File: src/rtl/alu_issue.sv
// Issue/response sequencer for a single-cycle ALU with registered flags.
// Accepts one operation at a time, drives the ALU, and holds the captured result until taken.
module alu_issue #(
   parameter int unsigned CNT_W = 16
) (
   input  logic             clk_i,
   input  logic             rst_ni,
   input  logic             req_valid_i,
   output logic             req_ready_o,
   input  logic [31:0]      req_op1_i,
   input  logic [31:0]      req_op2_i,
   input  logic [3:0]       req_oprt_i,
   output logic [31:0]      alu_op1_o,
   output logic [31:0]      alu_op2_o,
   output logic [3:0]       alu_oprt_o,
   output logic             alu_en_o,
   input  logic [31:0]      alu_res_i,
   input  logic [10:0]      alu_flag_i,
   output logic             rsp_valid_o,
   input  logic             rsp_ready_i,
   output logic [31:0]      rsp_res_o,
   output logic [3:0]       rsp_flag_o,
   output logic             rsp_err_o,
   output logic             busy_o,
   output logic [CNT_W-1:0] op_count_o
);

   localparam int unsigned DATA_W = 32;
   localparam int unsigned OPRT_W = 4;
   localparam int unsigned FLAG_W = 4;
   localparam logic [DATA_W-1:0] ERR_RES = DATA_W'(32'h8000_0000);

   typedef enum logic [1:0] {
      IDLE = 2'd0,
      EXEC = 2'd1,
      FLAG = 2'd2,
      RESP = 2'd3
   } state_e;

   state_e              state_q, state_d;
   logic [DATA_W-1:0]   op1_q, op1_d;
   logic [DATA_W-1:0]   op2_q, op2_d;
   logic [OPRT_W-1:0]   oprt_q, oprt_d;
   logic [DATA_W-1:0]   res_q, res_d;
   logic [FLAG_W-1:0]   flag_q, flag_d;
   logic                err_q, err_d;
   logic                alu_en_q, alu_en_d;
   logic                valid_q, valid_d;
   logic                busy_q, busy_d;
   logic [CNT_W-1:0]    cnt_q, cnt_d;
   logic                accept;

   // Only N/Z/C/V are consumed; the remaining ALU flag bits are ignored.
   logic unused_flag_bits;
   assign unused_flag_bits = ^alu_flag_i[10:FLAG_W];

   function automatic logic op_supported(input logic [OPRT_W-1:0] oprt);
      return !(oprt inside {4'b0010, 4'b0011, 4'b1110, 4'b1111});
   endfunction

   // Ready in IDLE, or when the held response is being taken this cycle.
   assign req_ready_o = (state_q == IDLE) || ((state_q == RESP) && rsp_ready_i);
   assign accept      = req_valid_i && req_ready_o;

   always_comb begin
      state_d  = state_q;
      op1_d    = op1_q;
      op2_d    = op2_q;
      oprt_d   = oprt_q;
      res_d    = res_q;
      flag_d   = flag_q;
      err_d    = err_q;
      cnt_d    = cnt_q;
      alu_en_d = 1'b0;
      valid_d  = 1'b0;
      busy_d   = 1'b0;

      unique case (state_q)
         IDLE: ;
         EXEC: begin
            res_d   = alu_res_i;
            state_d = FLAG;
         end
         FLAG: begin
            flag_d  = alu_flag_i[FLAG_W-1:0];
            err_d   = 1'b0;
            state_d = RESP;
         end
         RESP: begin
            if (rsp_ready_i) begin
               cnt_d   = cnt_q + CNT_W'(1);
               state_d = IDLE;
            end
         end
         default: state_d = IDLE;
      endcase

      // A new accept overrides the IDLE return of a completing response.
      if (accept) begin
         op1_d  = req_op1_i;
         op2_d  = req_op2_i;
         oprt_d = req_oprt_i;
         if (op_supported(req_oprt_i)) begin
            state_d = EXEC;
         end else begin
            res_d   = ERR_RES;
            flag_d  = '0;
            err_d   = 1'b1;
            state_d = RESP;
         end
      end

      alu_en_d = (state_d == EXEC) || (state_d == FLAG);
      valid_d  = (state_d == RESP);
      busy_d   = (state_d != IDLE);
   end

   always_ff @(posedge clk_i or negedge rst_ni) begin
      if (!rst_ni) begin
         state_q  <= IDLE;
         op1_q    <= '0;
         op2_q    <= '0;
         oprt_q   <= '0;
         res_q    <= '0;
         flag_q   <= '0;
         err_q    <= 1'b0;
         alu_en_q <= 1'b0;
         valid_q  <= 1'b0;
         busy_q   <= 1'b0;
         cnt_q    <= '0;
      end else begin
         state_q  <= state_d;
         op1_q    <= op1_d;
         op2_q    <= op2_d;
         oprt_q   <= oprt_d;
         res_q    <= res_d;
         flag_q   <= flag_d;
         err_q    <= err_d;
         alu_en_q <= alu_en_d;
         valid_q  <= valid_d;
         busy_q   <= busy_d;
         cnt_q    <= cnt_d;
      end
   end

   assign alu_op1_o   = op1_q;
   assign alu_op2_o   = op2_q;
   assign alu_oprt_o  = oprt_q;
   assign alu_en_o    = alu_en_q;
   assign rsp_valid_o = valid_q;
   assign rsp_res_o   = res_q;
   assign rsp_flag_o  = flag_q;
   assign rsp_err_o   = err_q;
   assign busy_o      = busy_q;
   assign op_count_o  = cnt_q;

endmodule

File: config.mk
export PLATFORM = sky130hd
export DESIGN_NAME = alu_issue
export DESIGN_NICKNAME = d
export VERILOG_FILES = /design/src/rtl/alu_issue.sv
export SDC_FILE = /design/constraint.sdc
export NUM_CORES = 1
export LEC_CHECK = 0
export BUFFER_PORTS_ARGS = -buffer_cell sky130_fd_sc_hd__buf_4
export CAP_MARGIN = 20
export CELL_PAD_IN_SITES_DETAIL_PLACEMENT = 0
export CELL_PAD_IN_SITES_GLOBAL_PLACEMENT = 1
export CORE_ASPECT_RATIO = 0.6
export CORE_MARGIN = 8
export CORE_UTILIZATION = 38
export DETAILED_ROUTE_END_ITERATION = 10
export GPL_TIMING_DRIVEN = 1
export PLACE_DENSITY = 0.87
export SLEW_MARGIN = 10
export SYNTH_ARGS = -nofsm -noshare
export SYNTH_HDL_FRONTEND = slang
export SYNTH_SLANG_ARGS = --single-unit
File: constraint.sdc
create_clock -name clk_i -period 4 [get_ports clk_i]
set_clock_uncertainty 0.1 [all_clocks]
set_input_delay 0.2 -clock clk_i [delete_from_list [all_inputs] [get_ports clk_i]]
set_output_delay 0.2 -clock clk_i [all_outputs]
set_load 0.02 [all_outputs]
* Yosys cells after proc, flatten, opt, wreduce, memory -nomap -nowiden
Index checks and enable logic that the tools add are counted.
** Word-level totals
- Bits of input ports :: 115
- Output and inout bits :: 125
- Flip-flop bits (word level) :: 126
- Logic and storage cells :: 43
** Cells by class
- Reductions and logical operators :: 8
- Mux-type cells :: 13
- Equal/unequal tests :: 10
- $add $sub $neg :: 1
** Operator list (number)
- two-way mux 32 bit :: 3
- adder 16 x 1 -> 16 bit, second input constant :: 1
- two-way mux 4 bit :: 3
- == test 2 bit, second input constant :: 4
- == test 4 x 2 -> 1 bit, second input constant :: 2
- == test 4 bit, second input constant :: 2
- two-way mux 2 bit :: 3
- one-hot mux 2 bit (3 select lines) :: 1
- == test 2 x 1 -> 1 bit, second input constant :: 2
- nonzero test 4 bit :: 1
- two-way mux 1 bit :: 3
- logical AND 1 bit :: 2
- logical NOT 2 bit :: 1
- logical OR 1 bit :: 2
- AND reduction 2 bit :: 1
- nonzero test 2 bit :: 1

* Longest topological paths before layout
Gate-level depths: netlist of the first run.
- Word-level depth :: 7
- Mapped depth :: 9
- Gate-level depth less buffers :: 6

* Worst setup path after synthesis of the first run
Ideal clock, no wire load.
- Path type :: register -> register
- Start :: register state_q[1]
- End :: register op1_q[10] (netlist: alu_op1_o[10])
- Cell stages (with the launch flop) :: 10
- Buffers on the path :: 5
- Clock period less this slack :: 1.967 ns
- Required time :: 3.775 ns
- Library setup time :: 0.125 ns
- Setup slack :: 2.033 ns
- Arrival time :: 1.742 ns
- Cells stage by stage :: dfrtp_1 > buf_6 > and3_4 > buf_6 > or2_1 > buf_6 > nand2_8 > buf_12 > buf_12 > mux2_4
** Between the ends
- Cells in the longest elaborated chain, start to end :: 4
- Elaborated cells between the ends (all ways) :: 5
** Ends and longest elaborated chain
- from (decl) :: line 40 : state_e state_q, state_d;
- from (signal assigned) :: line 132 : state_q <= state_d;
- == test 2 bit :: line 62 : assign req_ready_o = (state_q == IDLE) || ((state_q == RESP) && rsp_ready_i);
- logical AND 1 bit :: line 62
- logical OR 1 bit (*) :: line 62
- net req_ready_o :: line 9 : output logic req_ready_o,
- logical AND 1 bit (*) :: line 63 : assign accept = req_valid_i && req_ready_o;
- to (signal assigned) :: line 133 : op1_q <= op1_d;
- to (decl) :: line 41 : logic [DATA_W-1:0] op1_q, op1_d;
The timed path passes the listed nets; every way through them passes the cells marked *.
A chain may end at the register's enable or synchronous reset.

* Final worst setup path of the first run
- Start :: register state_q[0]
- End :: register op1_q[0] (netlist: alu_op1_o[0])
** Between the ends
- Cells in the longest elaborated chain, start to end :: 4
- Elaborated cells between the ends (all ways) :: 5
** Ends and longest elaborated chain (line)
- == test 2 bit :: 62
- logical AND 1 bit :: 62
- logical OR 1 bit (*) :: 62
- logical AND 1 bit (*) :: 63
Mark *: on every way between the ends. The rest lies on a longest branch, timed or not.

==> results of run 1 <==
worst paths after layout:
kind                               start            end  slack, ns
setup / recovery              state_q[0]   alu_op1_o[0]       1.75
hold / removal               rsp_ready_i  op_count_o[0]       0.13
setup reg to reg              state_q[0]   alu_op1_o[0]       1.75
hold reg to reg            op_count_o[9]  op_count_o[9]       0.40
max in group asynchronous         rst_ni  rsp_res_o[13]       2.48
min in group asynchronous         rst_ni  rsp_res_o[10]       0.37
worst register-to-register path, cell delays in order (launching register included):
cell and delay [ns]:
dfrtp_1 0.58, nor2_1 0.18, or2_1 0.36, nand2_8 0.48
mux2_2 0.45
sequential cells by signal, summed over array words and instances, names as in the netlist:
name         cells
alu_op1_o       32
alu_op2_o       32
rsp_res_o       32
op_count_o      16
alu_oprt_o       4
rsp_flag_o       4
state_q          2
alu_en_o         1
busy_o           1
rsp_err_o        1
rsp_valid_o      1
cells by family (layout without fill, tap and decap cells):
kind of cell    count (synthesis)  in the layout  share of synthesized area
flops                         126            126                      0.620
simple gates                  109            109                     0.0947
mux                            69             69                      0.167
compound gates                 44             44                     0.0477
buf+inv                        24            378                     0.0357
xor+xnor                       16             16                     0.0275
fa+ha+maj                       3              3                    0.00738
other cells                     0              1                          0
through the flow:
stage                     cells  worst slack [ns]
after floorplan             391              2.03
after global placement      776              1.80
after detailed placement    777              1.74
after CTS                   915              1.73
after global routing        916              1.61
final                       916              1.75
synthesized netlist by cell type:
master	instances	area share
buf_12	3	0.012
o21ba_2	1	0.0020
xor2_1	5	0.0086
mux2_4	20	0.059
o21a_1	1	0.0015
nor3_1	3	0.0029
and3_1	4	0.0049
o21ai_0	6	0.0059
xnor2_1	11	0.019
dfrtp_1	126	0.62
a32oi_1	4	0.0069
buf_4	4	0.0059
buf_2	4	0.0039
nand3_1	3	0.0029
a21oi_1	32	0.031
or3_1	1	0.0012
inv_1	3	0.0022
buf_6	3	0.0066
nand2_8	1	0.0039
nor2_1	4	0.0029
nand2_1	81	0.060
nand2b_1	1	0.0012
or2_1	1	0.0012
nand4_1	5	0.0061
mux2_2	49	0.11
nand3b_1	1	0.0015
nor2b_1	3	0.0037
and3_4	1	0.0022
clkbuf_1	7	0.0052
ha_1	3	0.0074
cell usage in the layout (no fill, tap or decap), types with 5 or more instances in the layout:
cell type / synthesis / final
nand2_1: 81 / 81
buf_4: 4 / 236
mux2_4: 20 / 20
clkbuf_16: 0 / 17
mux2_2: 49 / 49
xor2_1: 5 / 5
dfrtp_1: 126 / 126
dlygate4sd3_1: 0 / 106
o21ai_0: 6 / 6
nand4_1: 5 / 5
a21oi_1: 32 / 32
xnor2_1: 11 / 11
power breakdown:
part | switching, mW | internal [mW]
logic | 1.61 | 1.47
clock network | 0.572 | 1.08
registers | 0.373 | 1.86
total | 2.55 | 4.41
final cells by class:
| class | count | area share |
|---|---|---|
| clock inverters | 12 | 0.0212 |
| inverters | 3 | 0.00131 |
| well taps | 170 | 0.0247 |
| flip-flops and latches | 126 | 0.366 |
| multi-input cells | 241 | 0.204 |
| repair buffers | 343 | 0.330 |
| clock buffers | 20 | 0.0529 |
| diodes | 1 | 0.000290 |
per-layer routing:
| metal | track usage | routed length (um) | vias to the layer above | share of wire |
|---|---|---|---|---|
| li1 | - | - | 2007 | - |
| met4 | 0.0711 | 389 | 0 | 0.024 |
| met3 | 0.0754 | 1480 | 36 | 0.091 |
| met5 | 0 | 0 | - | 0 |
| met1 | 0.203 | 6380 | 2076 | 0.39 |
| met2 | 0.312 | 8030 | 179 | 0.49 |
==> run summary, run 1 <==
Post-CTS Setup Inserts: 0
number of synthesized register bits: 126
Cell Rows: 32
initial DRC count: 171
Min-Delay Path Class: input pin to flip-flop
Syn Nets: 509
Crit. End Element: flip-flop
Net count, final: 850
crit path cell chain: nor2_1 > or2_1 > nand2_8 > mux2_2
number of vias per cell: 4.69
unrepaired setup endpoints after global routing: false
post-CTS sizing: 0
WP depth: 4
CP Max Fanout: 68
WHS: 0.128 ns
H-tree depth: 4
maximum vdd drop: 0.464 mV
DP HPWL: 10,700 um
Seq/Total Area, Yosys: 0.620
first-pass GRT wire length: 25,300 um
cts hold-fix bufs: 106
Core Area: 13,000 um2
vias: 4,298
Die Y-Extent: 106 um
All-Layer GR Usage: 0.184
CTS tree: done
I/O pins: 240
drt pass-1 iters: 5
Mapped Area: 5090 um2
post-route minimum period: 2.25 ns
relative slew slack: 0.381
storage element area: 3150 um2
slowest CP cell: dfrtp_1
DR DRC count: 0
Ys Warns: 0
total power: 6.96 mW
fmax: 444 MHz
clk_lat worst skew: 0.40 ns
Hold Crit Depth: 3
clk root buf: clkbuf_16
Clock transition at path regs: 0.06 ns
Power Dens Cells: 807 nW/um2
Max-Cap Viols: 0
placer congestion estimate: 0.748
vias in the first global route: 4,770
CTS Buf Count: 17
final WL: 16,300 um
clk sinks: 126
period utilization: 0.563
die area: 17,500 um2
CTS Buffer Depth: 2
design area: 8630 um2
layout cell share with drive strength beyond 1: 0.459
synthesized area per cell: 13.0 um2
WS Path Type: flip-flop to flip-flop
Final setup viols: 0
leak pwr: 4.20 nW
remaining global-route overflow: 0
run status: completed
Die Width: 165 um
post-layout utilization of the core: 0.665
FF-to-FF path depth: 4
initial antenna violation count: 1
Synth-to-Final Area Change: 69.5%
CP startpoint kind: flip-flop
Netlist cell types: 30
Tightest Pin Transition: 0.929 ns
routed len/inst: 17.8 um
Critical Path AT: 2.43 ns
Slew Viols, Final: 0
largest net degree at the start of global routing: 75
Port Buf Inserts: 232
critical path required time: 4.18 ns
Starting Density: 0.392
Synth Instances: 391
fillers: 921
Final ANT Viol Nets: 0
area of the multi-input gates: 1760 um2
final setup TNS: 0 ns
Placed Area: 6920 um2
slowest stage delay, CP: 0.58 ns
Fin. Hold Viols: 0
CP top delay family: simple AND/OR/NAND/NOR gates
WP buf/inv: 0
No activity file was read; power rests on OpenSTA's default activity.
==> run 2: changes to the inputs <==
CORE_UTILIZATION = 32   (was 38)
PLACE_DENSITY = 0.78   (was 0.87)
clock period = 1.8 ns   (was 4 ns; I/O delays follow)
==> run 2 against run 1 <==
The flow now finishes with violations (setup timing). Non-clock buffer count rose by 21. Final cell count is 5.9% higher. Combinational power is 150% higher. Sequential power grew 120%. Maximum frequency is 23% higher. Utilization fell by 7.7 points. Sequential cell count unchanged. Power grew 130%. Routed wire length is 5.8% higher. Via count rose by 2.8%.
==> run summary, run 2 (synthesized netlist as in run 1, its figures left out) <==
design area: 9080 um2
CTS Buffer Depth: 2
initial DRC count: 246
slowest stage delay, CP: 0.40 ns
total power: 16.3 mW
Starting Density: 0.329
fillers: 1,229
WS Path Type: flip-flop to flip-flop
crit path cell chain: and3_4 > or2_4 > buf_8 > nand2_8 > clkbuf_16 > mux2_2
clk root buf: clkbuf_16
Cell Rows: 35
CTS Buf Count: 17
Final WS setup: -0.0320 ns
maximum vdd drop: 0.956 mV
Slew Viols, Final: 0
largest net degree at the start of global routing: 46
initial antenna violation count: 0
Core Area: 15,500 um2
layout cell share with drive strength beyond 1: 0.476
fmax: 546 MHz
Power Dens Cells: 1790 nW/um2
Die Y-Extent: 114 um
Die Width: 179 um
final WL: 17,200 um
placer congestion estimate: 0.777
relative slew slack: 0.638
Clock transition at path regs: 0.06 ns
remaining global-route overflow: 0
I/O pins: 240
number of vias per cell: 4.56
Min-Delay Path Class: input pin to async pin
Net count, final: 872
final setup TNS: -0.350 ns
first-pass GRT wire length: 25,400 um
CTS tree: done
Final setup viols: 24
Port Buf Inserts: 232
CP startpoint kind: flip-flop
Crit. End Element: flip-flop
routed len/inst: 17.8 um
vias: 4,420
slowest CP cell: dfrtp_1
Final ANT Viol Nets: 0
H-tree depth: 4
Worst Setup Slack post-DPL: -0.0578 ns
die area: 20,300 um2
run status: finished with violations
most frequent cells in the layout: 245 x buf_4, 126 x dfrtp_1, 106 x dlygate4sd3_1
commonest non-fill, non-tap cell in the layout: buf_4
Fin. Hold Viols: 0
Critical Path AT: 2.02 ns
CP Max Fanout: 9
unrepaired setup endpoints after global routing: true
DR DRC count: 0
vias in the first global route: 4,839
Synth-to-Final Area Change: 78.5%
Tightest Pin Transition: 0.541 ns
Final Instance Count excl. Fillers: 970
All-Layer GR Usage: 0.156
failing checks: setup timing
cell count after placement: 821
critical path required time: 1.98 ns
Placed Area: 7100 um2
period utilization: 1.02
DP HPWL: 11,400 um
clk sinks: 126
Max-Cap Viols: 0
post-route minimum period: 1.83 ns
clk_lat worst skew: 0.40 ns
drt pass-1 iters: 4
leak pwr: 4.49 nW
ANT cells: 0
-- run 2: cell types whose count changed in the layout (fill, tap and decap cells not counted), sizes merged --
cell and change:
buf +17, nand2 +1, diode -1, clkinvlp -1, clkbuf +3, inv -1, bufinv +1, clkinv +2
-- run 2: worst paths after layout --
kind                           startpoint  slack (ns)  depth (start not counted)              to
max reg2reg                    state_q[1]       -0.03                          6    alu_op2_o[0]
max in group asynchronous          rst_ni        0.97                          3   alu_op1_o[30]
min                                rst_ni        0.02                          2   op_count_o[4]
min in group clk_i            req_valid_i        0.08                          3   alu_oprt_o[1]
min reg2reg                op_count_o[15]        0.38                          1  op_count_o[15]
max                            state_q[1]       -0.03                          6    alu_op2_o[0]
-- run 2: layer usage --
metal	part of all wire	vias up	global-route usage
li1	-	2055	-
met4	0.0086	0	0.0389
met3	0.096	10	0.0670
met1	0.40	2171	0.176
met2	0.49	184	0.269
met5	0	-	0
-- run 2: cell type report --
type,instances,area (um2),share of cell area
tap,203,254,0.0280
inverter,3,11.3,0.00124
sequential,126,3150,0.347
clock buffer,19,433,0.0477
clock inverter,13,214,0.0236
timing repair buffer,364,3170,0.349
multi-input combinational,242,1850,0.204
-- run 2: repair_timing --
| item | 4_1_cts | 5_1_grt |
|---|---|---|
| pin swaps | 0 | 1 |
| resized for setup | 2 | 26 |
| hold buffers | 106 | 0 |
| hold endpoints to repair | 231 | 0 |
| buffers inserted | 0 | 3 |
| gates cloned | 0 | 8 |
| setup endpoints to repair | 67 | 90 |
-- run 2: power by group --
part	leakage [nW]	internal, mW	switching [mW]
Clock	0.308	2.47	1.28
Combinational	2.64	3.81	3.76
Sequential	1.54	4.14	0.841
-- run 2: critical path: cells and delay by family (launching register included) --
| kind | cells | cell delay (ns) |
|---|---|---|
| multiplexers | 1 | 0.34 |
| AND/OR/NAND/NOR | 3 | 0.55 |
| buffers and inverters | 2 | 0.32 |
| flip-flops | 1 | 0.40 |
-- run 2: through the flow --
stage           util  hold WS, ns
4_1_cts        0.570     -0.00930
3_5_place_dp   0.459      -0.0968
2_1_floorplan      -       -0.306
5_1_grt        0.588       0.0378
6_report       0.588       0.0201
3_3_place_gp   0.458       -0.101
